File: src/rtl/escalonador_aste_pkg.sv
// Package for the asteroid scheduler: entry field layout, direction encodings,
// the empty-slot marker and the scheduler state type.
// Entry layout (default COORD_W = 4): {x[9:6], y[5:2], dir[1:0]}.
package escalonador_aste_pkg;

   localparam int unsigned COORD_W_DEF = 4;
   localparam int unsigned DIR_W       = 2;
   localparam int unsigned DATA_W_DEF  = 2 * COORD_W_DEF + DIR_W;

   // Direction field always sits at the bottom of the entry.
   localparam int unsigned DIR_MSB = DIR_W - 1;
   localparam int unsigned DIR_LSB = 0;

   localparam logic [DIR_W-1:0] DIR_XP = 2'b00;
   localparam logic [DIR_W-1:0] DIR_XN = 2'b01;
   localparam logic [DIR_W-1:0] DIR_YP = 2'b10;
   localparam logic [DIR_W-1:0] DIR_YN = 2'b11;

   localparam logic [DATA_W_DEF-1:0] ASTE_EMPTY = 10'h000;

   typedef enum logic [2:0] {
      StIdle,
      StMvAddr,
      StMvUpd,
      StSpAddr,
      StSpChk,
      StRdAddr,
      StRdCap,
      StRdAck
   } state_e;

endpackage

File: src/rtl/escalonador_aste_step.sv
// One movement step for a single asteroid entry (purely combinational).
// Configuration macro: ASTE_WRAP_EN -- when defined, coordinates wrap around the
// field and escape_o never asserts; otherwise an asteroid leaving the field is
// replaced by the empty entry and escape_o asserts.
// Ports:
//   entry_i   current entry {x, y, dir}
//   entry_o   entry after one step (dir unchanged)
//   escape_o  asteroid left the field on this step
module escalonador_aste_step
   import escalonador_aste_pkg::*;
#(
   parameter int unsigned  COORD_W = COORD_W_DEF,
   localparam int unsigned DATA_W  = 2 * COORD_W + DIR_W
) (
   input  logic [DATA_W-1:0] entry_i,
   output logic [DATA_W-1:0] entry_o,
   output logic              escape_o
);

   logic [COORD_W-1:0] x, y, x_n, y_n;
   logic [DIR_W-1:0]   dir;
   logic               edge_hit;

   assign x   = entry_i[DATA_W-1 -: COORD_W];
   assign y   = entry_i[DIR_W +: COORD_W];
   assign dir = entry_i[DIR_MSB:DIR_LSB];

   always_comb begin
      x_n      = x;
      y_n      = y;
      edge_hit = 1'b0;
      unique case (dir)
         DIR_XP: begin
            x_n      = x + COORD_W'(1);
            edge_hit = (x == '1);
         end
         DIR_XN: begin
            x_n      = x - COORD_W'(1);
            edge_hit = (x == '0);
         end
         DIR_YP: begin
            y_n      = y + COORD_W'(1);
            edge_hit = (y == '1);
         end
         default: begin
            y_n      = y - COORD_W'(1);
            edge_hit = (y == '0);
         end
      endcase
   end

`ifdef ASTE_WRAP_EN
   // Unsigned overflow of the coordinate already gives the wrapped position.
   assign entry_o  = {x_n, y_n, dir};
   assign escape_o = 1'b0;
`else
   assign entry_o  = edge_hit ? '0 : {x_n, y_n, dir};
   assign escape_o = edge_hit;
`endif

endmodule

File: src/rtl/escalonador_aste.sv
// Asteroid table scheduler: sole owner of the single-port asteroid memory
// (registered address, read data valid the cycle after the address). Arbitrates
// the periodic move pass (tick), the spawner and the reader, non-preemptively,
// with priority move > spawn > read. Configuration macro: ASTE_WRAP_EN (see
// escalonador_aste_step).
// Ports:
//   clk_i, rst_ni                  clock, asynchronous active-low reset
//   tick_i                         request one move pass
//   mov_busy_o / mov_done_o        pass in progress / pass complete pulse
//   tick_overrun_o                 tick arrived while one was already pending
//   aste_escape_o                  asteroid left the field (cycle of the write)
//   spawn_req_i / spawn_data_i     spawn request (level) and entry to insert
//   spawn_ack_o / spawn_full_o / spawn_slot_o   spawn result
//   rd_req_i / rd_addr_i           read request (level) and slot
//   rd_ack_o / rd_data_o           read result
//   mem_we_o / mem_addr_o / mem_data_o / mem_q_i   memory port
module escalonador_aste
   import escalonador_aste_pkg::*;
#(
   parameter int unsigned  ADDR_W  = 4,
   parameter int unsigned  COORD_W = COORD_W_DEF,
   localparam int unsigned DATA_W  = 2 * COORD_W + DIR_W
) (
   input  logic              clk_i,
   input  logic              rst_ni,
   input  logic              tick_i,
   output logic              mov_busy_o,
   output logic              mov_done_o,
   output logic              tick_overrun_o,
   output logic              aste_escape_o,
   input  logic              spawn_req_i,
   input  logic [DATA_W-1:0] spawn_data_i,
   output logic              spawn_ack_o,
   output logic              spawn_full_o,
   output logic [ADDR_W-1:0] spawn_slot_o,
   input  logic              rd_req_i,
   input  logic [ADDR_W-1:0] rd_addr_i,
   output logic              rd_ack_o,
   output logic [DATA_W-1:0] rd_data_o,
   output logic              mem_we_o,
   output logic [ADDR_W-1:0] mem_addr_o,
   output logic [DATA_W-1:0] mem_data_o,
   input  logic [DATA_W-1:0] mem_q_i
);

   localparam logic [DATA_W-1:0] EMPTY     = DATA_W'(ASTE_EMPTY);
   localparam logic [ADDR_W-1:0] LAST_SLOT = '1;

   state_e              state_q;
   logic [ADDR_W-1:0]   idx_q;
   logic                tick_pend_q;
   logic                mov_done_q, tick_overrun_q;
   logic                spawn_ack_q, spawn_full_q;
   logic [ADDR_W-1:0]   spawn_slot_q;
   logic                rd_ack_q;
   logic [DATA_W-1:0]   rd_data_q;

   logic [DATA_W-1:0]   step_entry;
   logic                step_escape;

   escalonador_aste_step #(
      .COORD_W (COORD_W)
   ) u_step (
      .entry_i  (mem_q_i),
      .entry_o  (step_entry),
      .escape_o (step_escape)
   );

   always_ff @(posedge clk_i or negedge rst_ni) begin
      if (!rst_ni) begin
         state_q        <= StIdle;
         idx_q          <= '0;
         tick_pend_q    <= 1'b0;
         mov_done_q     <= 1'b0;
         tick_overrun_q <= 1'b0;
         spawn_ack_q    <= 1'b0;
         spawn_full_q   <= 1'b0;
         spawn_slot_q   <= '0;
         rd_ack_q       <= 1'b0;
         rd_data_q      <= '0;
      end else begin
         mov_done_q     <= 1'b0;
         tick_overrun_q <= 1'b0;
         spawn_ack_q    <= 1'b0;
         rd_ack_q       <= 1'b0;

         if (tick_i) begin
            tick_pend_q <= 1'b1;
            if (tick_pend_q) tick_overrun_q <= 1'b1;
         end

         unique case (state_q)
            StIdle: begin
               // A tick arriving in IDLE is accepted at once; clearing the
               // pending flag here overrides the set above.
               if (tick_i || tick_pend_q) begin
                  state_q     <= StMvAddr;
                  idx_q       <= '0;
                  tick_pend_q <= 1'b0;
               end else if (spawn_req_i && !spawn_ack_q) begin
                  // spawn_ack_q blocks re-acceptance while the requester drops.
                  if (spawn_data_i == EMPTY) begin
                     spawn_ack_q  <= 1'b1;
                     spawn_full_q <= 1'b1;
                     spawn_slot_q <= '0;
                  end else begin
                     state_q <= StSpAddr;
                     idx_q   <= '0;
                  end
               end else if (rd_req_i) begin
                  state_q <= StRdAddr;
                  idx_q   <= rd_addr_i;
               end
            end
            StMvAddr: state_q <= StMvUpd;
            StMvUpd: begin
               if (idx_q == LAST_SLOT) begin
                  state_q    <= StIdle;
                  mov_done_q <= 1'b1;
               end else begin
                  idx_q   <= idx_q + ADDR_W'(1);
                  state_q <= StMvAddr;
               end
            end
            StSpAddr: state_q <= StSpChk;
            StSpChk: begin
               if (mem_q_i == EMPTY) begin
                  state_q      <= StIdle;
                  spawn_ack_q  <= 1'b1;
                  spawn_full_q <= 1'b0;
                  spawn_slot_q <= idx_q;
               end else if (idx_q == LAST_SLOT) begin
                  state_q      <= StIdle;
                  spawn_ack_q  <= 1'b1;
                  spawn_full_q <= 1'b1;
                  spawn_slot_q <= '0;
               end else begin
                  idx_q   <= idx_q + ADDR_W'(1);
                  state_q <= StSpAddr;
               end
            end
            StRdAddr: state_q <= StRdCap;
            StRdCap: begin
               rd_data_q <= mem_q_i;
               rd_ack_q  <= 1'b1;
               state_q   <= StRdAck;
            end
            StRdAck: state_q <= StIdle;
            default: state_q <= StIdle;
         endcase
      end
   end

   // Writes depend on the data read back this very cycle, so the memory
   // write port is decoded from the current state rather than registered.
   always_comb begin
      mem_we_o      = 1'b0;
      mem_data_o    = '0;
      aste_escape_o = 1'b0;
      unique case (state_q)
         StMvUpd: begin
            if (mem_q_i != EMPTY) begin
               mem_we_o      = 1'b1;
               mem_data_o    = step_entry;
               aste_escape_o = step_escape;
            end
         end
         StSpChk: begin
            if (mem_q_i == EMPTY) begin
               mem_we_o   = 1'b1;
               mem_data_o = spawn_data_i;
            end
         end
         default: ;
      endcase
   end

   assign mem_addr_o     = idx_q;
   assign mov_busy_o     = (state_q == StMvAddr) || (state_q == StMvUpd);
   assign mov_done_o     = mov_done_q;
   assign tick_overrun_o = tick_overrun_q;
   assign spawn_ack_o    = spawn_ack_q;
   assign spawn_full_o   = spawn_full_q;
   assign spawn_slot_o   = spawn_slot_q;
   assign rd_ack_o       = rd_ack_q;
   assign rd_data_o      = rd_data_q;

endmodule

File: config.mk
export PLATFORM = sky130hd
export DESIGN_NAME = escalonador_aste
export DESIGN_NICKNAME = d
export VERILOG_FILES = /design/src/rtl/escalonador_aste_pkg.sv /design/src/rtl/escalonador_aste_step.sv /design/src/rtl/escalonador_aste.sv
export SDC_FILE = /design/constraint.sdc
export NUM_CORES = 1
export LEC_CHECK = 0
export BUFFER_PORTS_ARGS = -buffer_cell sky130_fd_sc_hd__buf_2
export CORE_ASPECT_RATIO = 1.4
export CORE_MARGIN = 1.5
export CORE_UTILIZATION = 49
export DETAILED_ROUTE_END_ITERATION = 12
export PLACE_DENSITY = 0.81
export SLEW_MARGIN = 40
export SYNTH_ARGS = -nofsm -noshare
export SYNTH_HDL_FRONTEND = slang
export SYNTH_SLANG_ARGS = --single-unit
File: constraint.sdc
create_clock -name clk_i -period 2.25 [get_ports clk_i]
set_input_delay 0.1125 -clock clk_i [delete_from_list [all_inputs] [get_ports clk_i]]
set_output_delay 0.1125 -clock clk_i [all_outputs]
set_load 0.02 [all_outputs]
==> results of run 1 <==
-- critical path: stages --
cell and delay (ps):
buf_2 100, or4_1 530, or4_4 550, nor3_4 200, buf_4 170, nand2_1 40
o21ai_0 70, buf_2 190
-- registers in the layout, summed over array words and instances, names as in the netlist --
signal,flops
rd_data_o,10
spawn_full_o,1
state_q,3
spawn_ack_o,1
tick_overrun_o,1
spawn_slot_o,4
tick_pend_q,1
rd_ack_o,1
mem_addr_o,4
mov_done_o,1
-- worst max path at each step --
stage / slack [ps] / depth (start not counted) / endpoint
after global placement: 120 / 8 / mem_data_o[6]
after floorplan: 180 / 8 / mem_data_o[5]
after CTS: 90 / 8 / mem_data_o[6]
after detailed placement: 100 / 8 / mem_data_o[6]
final: 160 / 8 / mem_data_o[6]
after global routing: 40 / 8 / mem_data_o[9]
-- Yosys cell counts, types with 2 or more instances --
master / count
a21o_1: 3
a21oi_1: 9
a22o_1: 4
a31oi_1: 6
and2_1: 3
buf_1: 3
clkbuf_1: 3
dfrtp_1: 27
ha_1: 4
inv_1: 14
mux2_2: 7
mux2i_1: 2
nand2_1: 26
nand2b_1: 3
nand3_1: 7
nand4_1: 4
nor2_1: 14
nor3_1: 2
nor4_1: 2
o21ai_0: 17
or4_1: 2
xnor2_1: 7
xor2_1: 2
-- timing repair --
item / 4_1_cts / 5_1_grt
setup buffers: 0 / 2
setup endpoints to repair: 0 / 6
hold buffers: 1 / 0
hold endpoints to repair: 27 / 0
-- layer usage --
layer	routed length, µm	global-route usage, %	vias to the layer above
met5	0	0	-
met3	175	2.06	11
met1	1690	30.7	770
met4	99	9.12	0
li1	-	-	814
met2	2230	40.7	60
-- logic make-up (layout without fill, tap and decap cells) --
family	after synthesis	in the layout	share of synthesized area, %
AO/OA/AOI/OAI	46	46	17.0
XOR/XNOR	9	9	4.69
adder cells (fa/ha/maj)	5	5	4.17
buffers and inverters	21	93	4.91
flip-flops	27	27	40.2
multiplexers	11	11	8.33
AND/OR/NAND/NOR	70	70	20.8
-- power by group through the flow --
stage | clock [mW] | combinational (mW) | sequential [mW]
after floorplan | 0 | 0.551 | 0.936
after global placement | 0 | 0.990 | 0.805
after detailed placement | 0 | 1.01 | 0.814
after CTS | 0.278 | 1.02 | 0.804
after global routing | 0.299 | 1.12 | 0.835
final | 0.274 | 1.02 | 0.802
-- cells in the final DEF, fill, tap and decap left out, types with 3 or more instances in the layout --
cell type,instances
and2_1,3
inv_1,14
mux2_2,7
dfrtp_1,27
o21ai_0,17
a31oi_1,6
buf_4,10
nor2_1,14
nand4_1,4
a22o_1,4
a21o_1,3
buf_2,64
ha_1,4
nand2_1,26
xnor2_1,7
a21oi_1,9
nand2b_1,3
nand3_1,7
clkbuf_8,3
-- final cells by class --
| class | instances | area [µm²] |
|---|---|---|
| Multi-Input combinational cell | 141 | 923 |
| Inverter | 14 | 52.6 |
| Fill cell | 327 | 1160 |
| Tap cell | 40 | 50.0 |
| Clock buffer | 4 | 45.0 |
| Timing Repair Buffer | 75 | 405 |
| Sequential cell | 27 | 676 |
==> results.cfg, run 1 <==
[timing]
fin_ws_ps = 162
rsz0062_at_grt = no
skew_ps = 3.20
hold_violations = 0
post-route-period-util_pct = 92.8
min_period_ps = 2090
max_slew_margin_pct = 59.4
worst_hold_slack_ps = 90.5
setup_viol_count_final = 0
setup_tns_ps = 0
fmax_mhz = 479
report.final.slew_viol_count = 0
max_slew.worst_pin.slew_ps = 608

[setup_path]
critPathCaptureType = primary output
r2r-start = spawn_ack_o
startpoint = mem_q_i[6]
cp_max_fo = 5
r2r.worst_path.cells = 5
r2r_end = mem_addr_o[1]
cp.required_ps = 2140
cp-start-kind = input pin
worstSetupPathType = input pin to primary output
critPathArrivalTime_ps = 1980
r2r_slack_ps = 350

[route]
viasPerCell = 5.50
wire_per_inst_um = 13.9
first_iter_violations = 51
wirelength_mm = 4.19
postRouteAntennaNets = 0
drc = 0
vias = 1655
drtPass1Iterations = 4

[place]
placed_cells = 294
dpl_cell_area_um2 = 2080
dp_hpwl_mm = 3.31
gp_congestion = 0.846
port_buffers = 64
place_worst_setup_slack_ps = 98.3

[synth]
synth_area_leaders = dfrtp_1 40%, nand2_1 5.8%, o21ai_0 5.1%, mux2_2 4.7%, xnor2_1 3.6%
ys_types = 41
syn_inst = 189
synth_edf_count = 0
synthFlopType = dfrtp_1
avgSynthCellArea_um2 = 8.90
ys_ff_latch = 27
synth_area_um2 = 1680
yosysSeqAreaShare_pct = 40.2
yosysWarnings = 0
postSynth.asyncResetShare_pct = 100
synth_area_leader_cell = dfrtp_1
synth_fp_nets = 223
synth_top_area_share_pct = 40.2

[clock_tree]
insertion_delay_ps = 270
htreeDepth = 1
cts-resized-gates = 0
cts_sinks = 27
clockBufferDepth = 2
cts_buffers = 3
root_buffer = clkbuf_8
clk_pin_slew_ps = 90
cts_tree = built

[global_route]
grt_overflow = 0
antenna_found_initial = 0
grt_pass1_vias = 1564
grt_pass1_wl_mm = 6.89
grt_max_degree = 28
grt_usage_pct = 23.8

[min_path]
hold_path_end = tick_overrun_o
hp-start = tick_i
min_path_type = input pin to flop
whs_path_depth = 2

[die]
num_io_pins = 65
core_um2 = 3320
die_w_um = 52.5
initial_core_util_pct = 50.7
die_y_um = 72.3
dieArea_um2 = 3800
rows = 25

[pwr]
pwr-share-clk_pct = 13.1
p_int_mw = 1.19
total_leakage_power_nw = 1.10
seq_power_share_pct = 38.2
power-per-cell-area_nw_per_um2 = 975
sw_frac_of_total_pct = 43.2
p_sw_mw = 0.906
ir_worst_vdd_uv = 637
total_power_mw = 2.10
comb_power_share_pct = 48.7

[final_layout]
drive_gt1_share_pct = 34.5
finish.utilization_pct = 64.9
nets = 296
final_area_um2 = 2150
antenna_cells = 0
stdcell_count = 301
area_delta_synth_final_pct = 28.0

[status]
status = completed

[flow_run]
cap_violations = 0
(Power assumes the default switching activity.)
==> run 2: changes to the inputs <==
PLACE_DENSITY = 0.82   (was 0.81)
==> run 2 against run 1 <==
  * Final area decreased by 0.81%
  * Sequential cell count unchanged
  * Combinational power about the same
  * Global-route usage decreased by 0.19 points
  * Clock power increased by 1%
  * Worst setup slack got worse by 78 ps
  * Die area unchanged
  * Non-clock buffer count decreased by 4
  * Cell count decreased by 1.3%
  * Routed wire length decreased by 0.38%
  * Sequential share of layout area increased by 0.26 points
  * Highest routed layer unchanged
==> results.cfg, run 2 (synthesis results as in run 1) <==
[timing]
max_slew.worst_pin.slew_ps = 626
hold_violations = 0
min_period_ps = 2170
post-route-period-util_pct = 96.2
max_slew_margin_pct = 58.3
skew_ps = 2.72
fmax_mhz = 462
rsz0062_at_grt = no
report.final.slew_viol_count = 0
setup_viol_count_final = 0
setup_tns_ps = 0

[min_path]
min_path_type = input pin to flop

[route]
vias = 1598
viasPerCell = 5.38
first_iter_violations = 68
wire_per_inst_um = 14.1
wirelength_mm = 4.18
drtPass1Iterations = 4
drc = 0
postRouteAntennaNets = 0

[setup_path]
cp.required_ps = 2140
cp-start-kind = input pin
critPathArrivalTime_ps = 2050
r2r.worst_path.cells = 5
r2r-start = tick_pend_q
startpoint = mem_q_i[6]
r2r_end = mem_addr_o[1]
critPathCaptureType = primary output
r2r_slack_ps = 250
critPathCapture = mem_data_o[0]
worstSetupPathType = input pin to primary output
cp_max_fo = 9

[final_layout]
finish.utilization_pct = 64.4
drive_gt1_share_pct = 33.5
final.fill_count = 318
area_delta_synth_final_pct = 26.9
largest_reg_flops = 10
nets = 292
final_cell_mix = 64 x buf_2, 27 x dfrtp_1, 26 x nand2_1, 17 x o21ai_0
final_common_cell = buf_2
antenna_cells = 0

[global_route]
grt_max_degree = 28
grt_overflow = 0
grt_pass1_vias = 1469
grt_pass1_wl_mm = 6.75
antenna_found_initial = 0
grt_usage_pct = 23.6

[pwr]
ir_worst_vdd_uv = 534
comb_power_share_pct = 48.2
seq_power_share_pct = 38.5
power-per-cell-area_nw_per_um2 = 982
pwr-share-clk_pct = 13.3
p_int_mw = 1.18
sw_frac_of_total_pct = 43.6
total_power_mw = 2.10
total_leakage_power_nw = 1.08
p_sw_mw = 0.914

[place]
dp_hpwl_mm = 3.23
port_buffers = 64
gp_congestion = 0.807

[die]
die_y_um = 72.3
core_um2 = 3320
dieArea_um2 = 3800
rows = 25
num_io_pins = 65
die_w_um = 52.5
initial_core_util_pct = 50.7

[clock_tree]
clockBufferDepth = 2
htreeDepth = 1
clk_pin_slew_ps = 90
cts-resized-gates = 0
root_buffer = clkbuf_8
cts_tree = built
hold_buffers = 1
cts_buffers = 3
postCtsSetupBuffers = 0
cts_sinks = 27
insertion_delay_ps = 270

[flow_run]
cap_violations = 0

[status]
status = completed
run 2: how the worst min path moves through the flow:
stage / startpoint / endpoint / slack, ps / depth (start not counted)
global placement: rst_ni / mem_addr_o[1] / 150 / 1
CTS: tick_i / tick_overrun_o / 90 / 2
finish: tick_i / tick_overrun_o / 90 / 2
global route: tick_i / tick_overrun_o / 100 / 2
floorplan: rst_ni / mem_addr_o[0] / -180 / 0
detailed placement: rst_ni / mem_addr_o[2] / 150 / 1
run 2: worst max-delay path, cell delays in order:
cell	delay, ps
buf_2	100
or4_1	540
or4_4	550
nor3_4	240
buf_12	150
nand2_1	50
o21ai_0	90
buf_2	220
run 2: metal layers:
metal,global-route usage [%],vias to the layer above,share of wire (%)
met2,42.9,44,54
met1,28.1,750,40
met5,0,-,0
met4,7.69,0,1.4
met3,2.88,5,3.9
li1,-,799,-
run 2: layout make-up:
class                      instances  area (µm²)  share of cell area (%)
multi-input combinational        141         923                    43.3
sequential                        27         676                    31.7
timing repair buffer              71         388                    18.2
inverter                          14        52.6                    2.46
tap                               40        50.0                    2.34
clock buffer                       4        45.0                    2.11
run 2: through the flow:
stage	area, µm²	cells	setup WS [ps]	hold WS (ps)
2_1_floorplan	1680	189	183	-183
3_3_place_gp	2080	292	103	149
3_5_place_dp	2080	292	90.3	155
4_1_cts	2130	297	91.1	85.1
5_1_grt	2130	297	0.108	99.2
6_report	2130	297	84.6	85.9
run 2: power by group through the flow:
| stage | logic [mW] | clock network [mW] | registers, mW |
|---|---|---|---|
| 2_1_floorplan | 0.551 | 0 | 0.936 |
| 3_3_place_gp | 0.994 | 0 | 0.805 |
| 3_5_place_dp | 1.01 | 0 | 0.815 |
| 4_1_cts | 1.02 | 0.285 | 0.806 |
| 5_1_grt | 1.10 | 0.293 | 0.830 |
| 6_report | 1.01 | 0.278 | 0.807 |
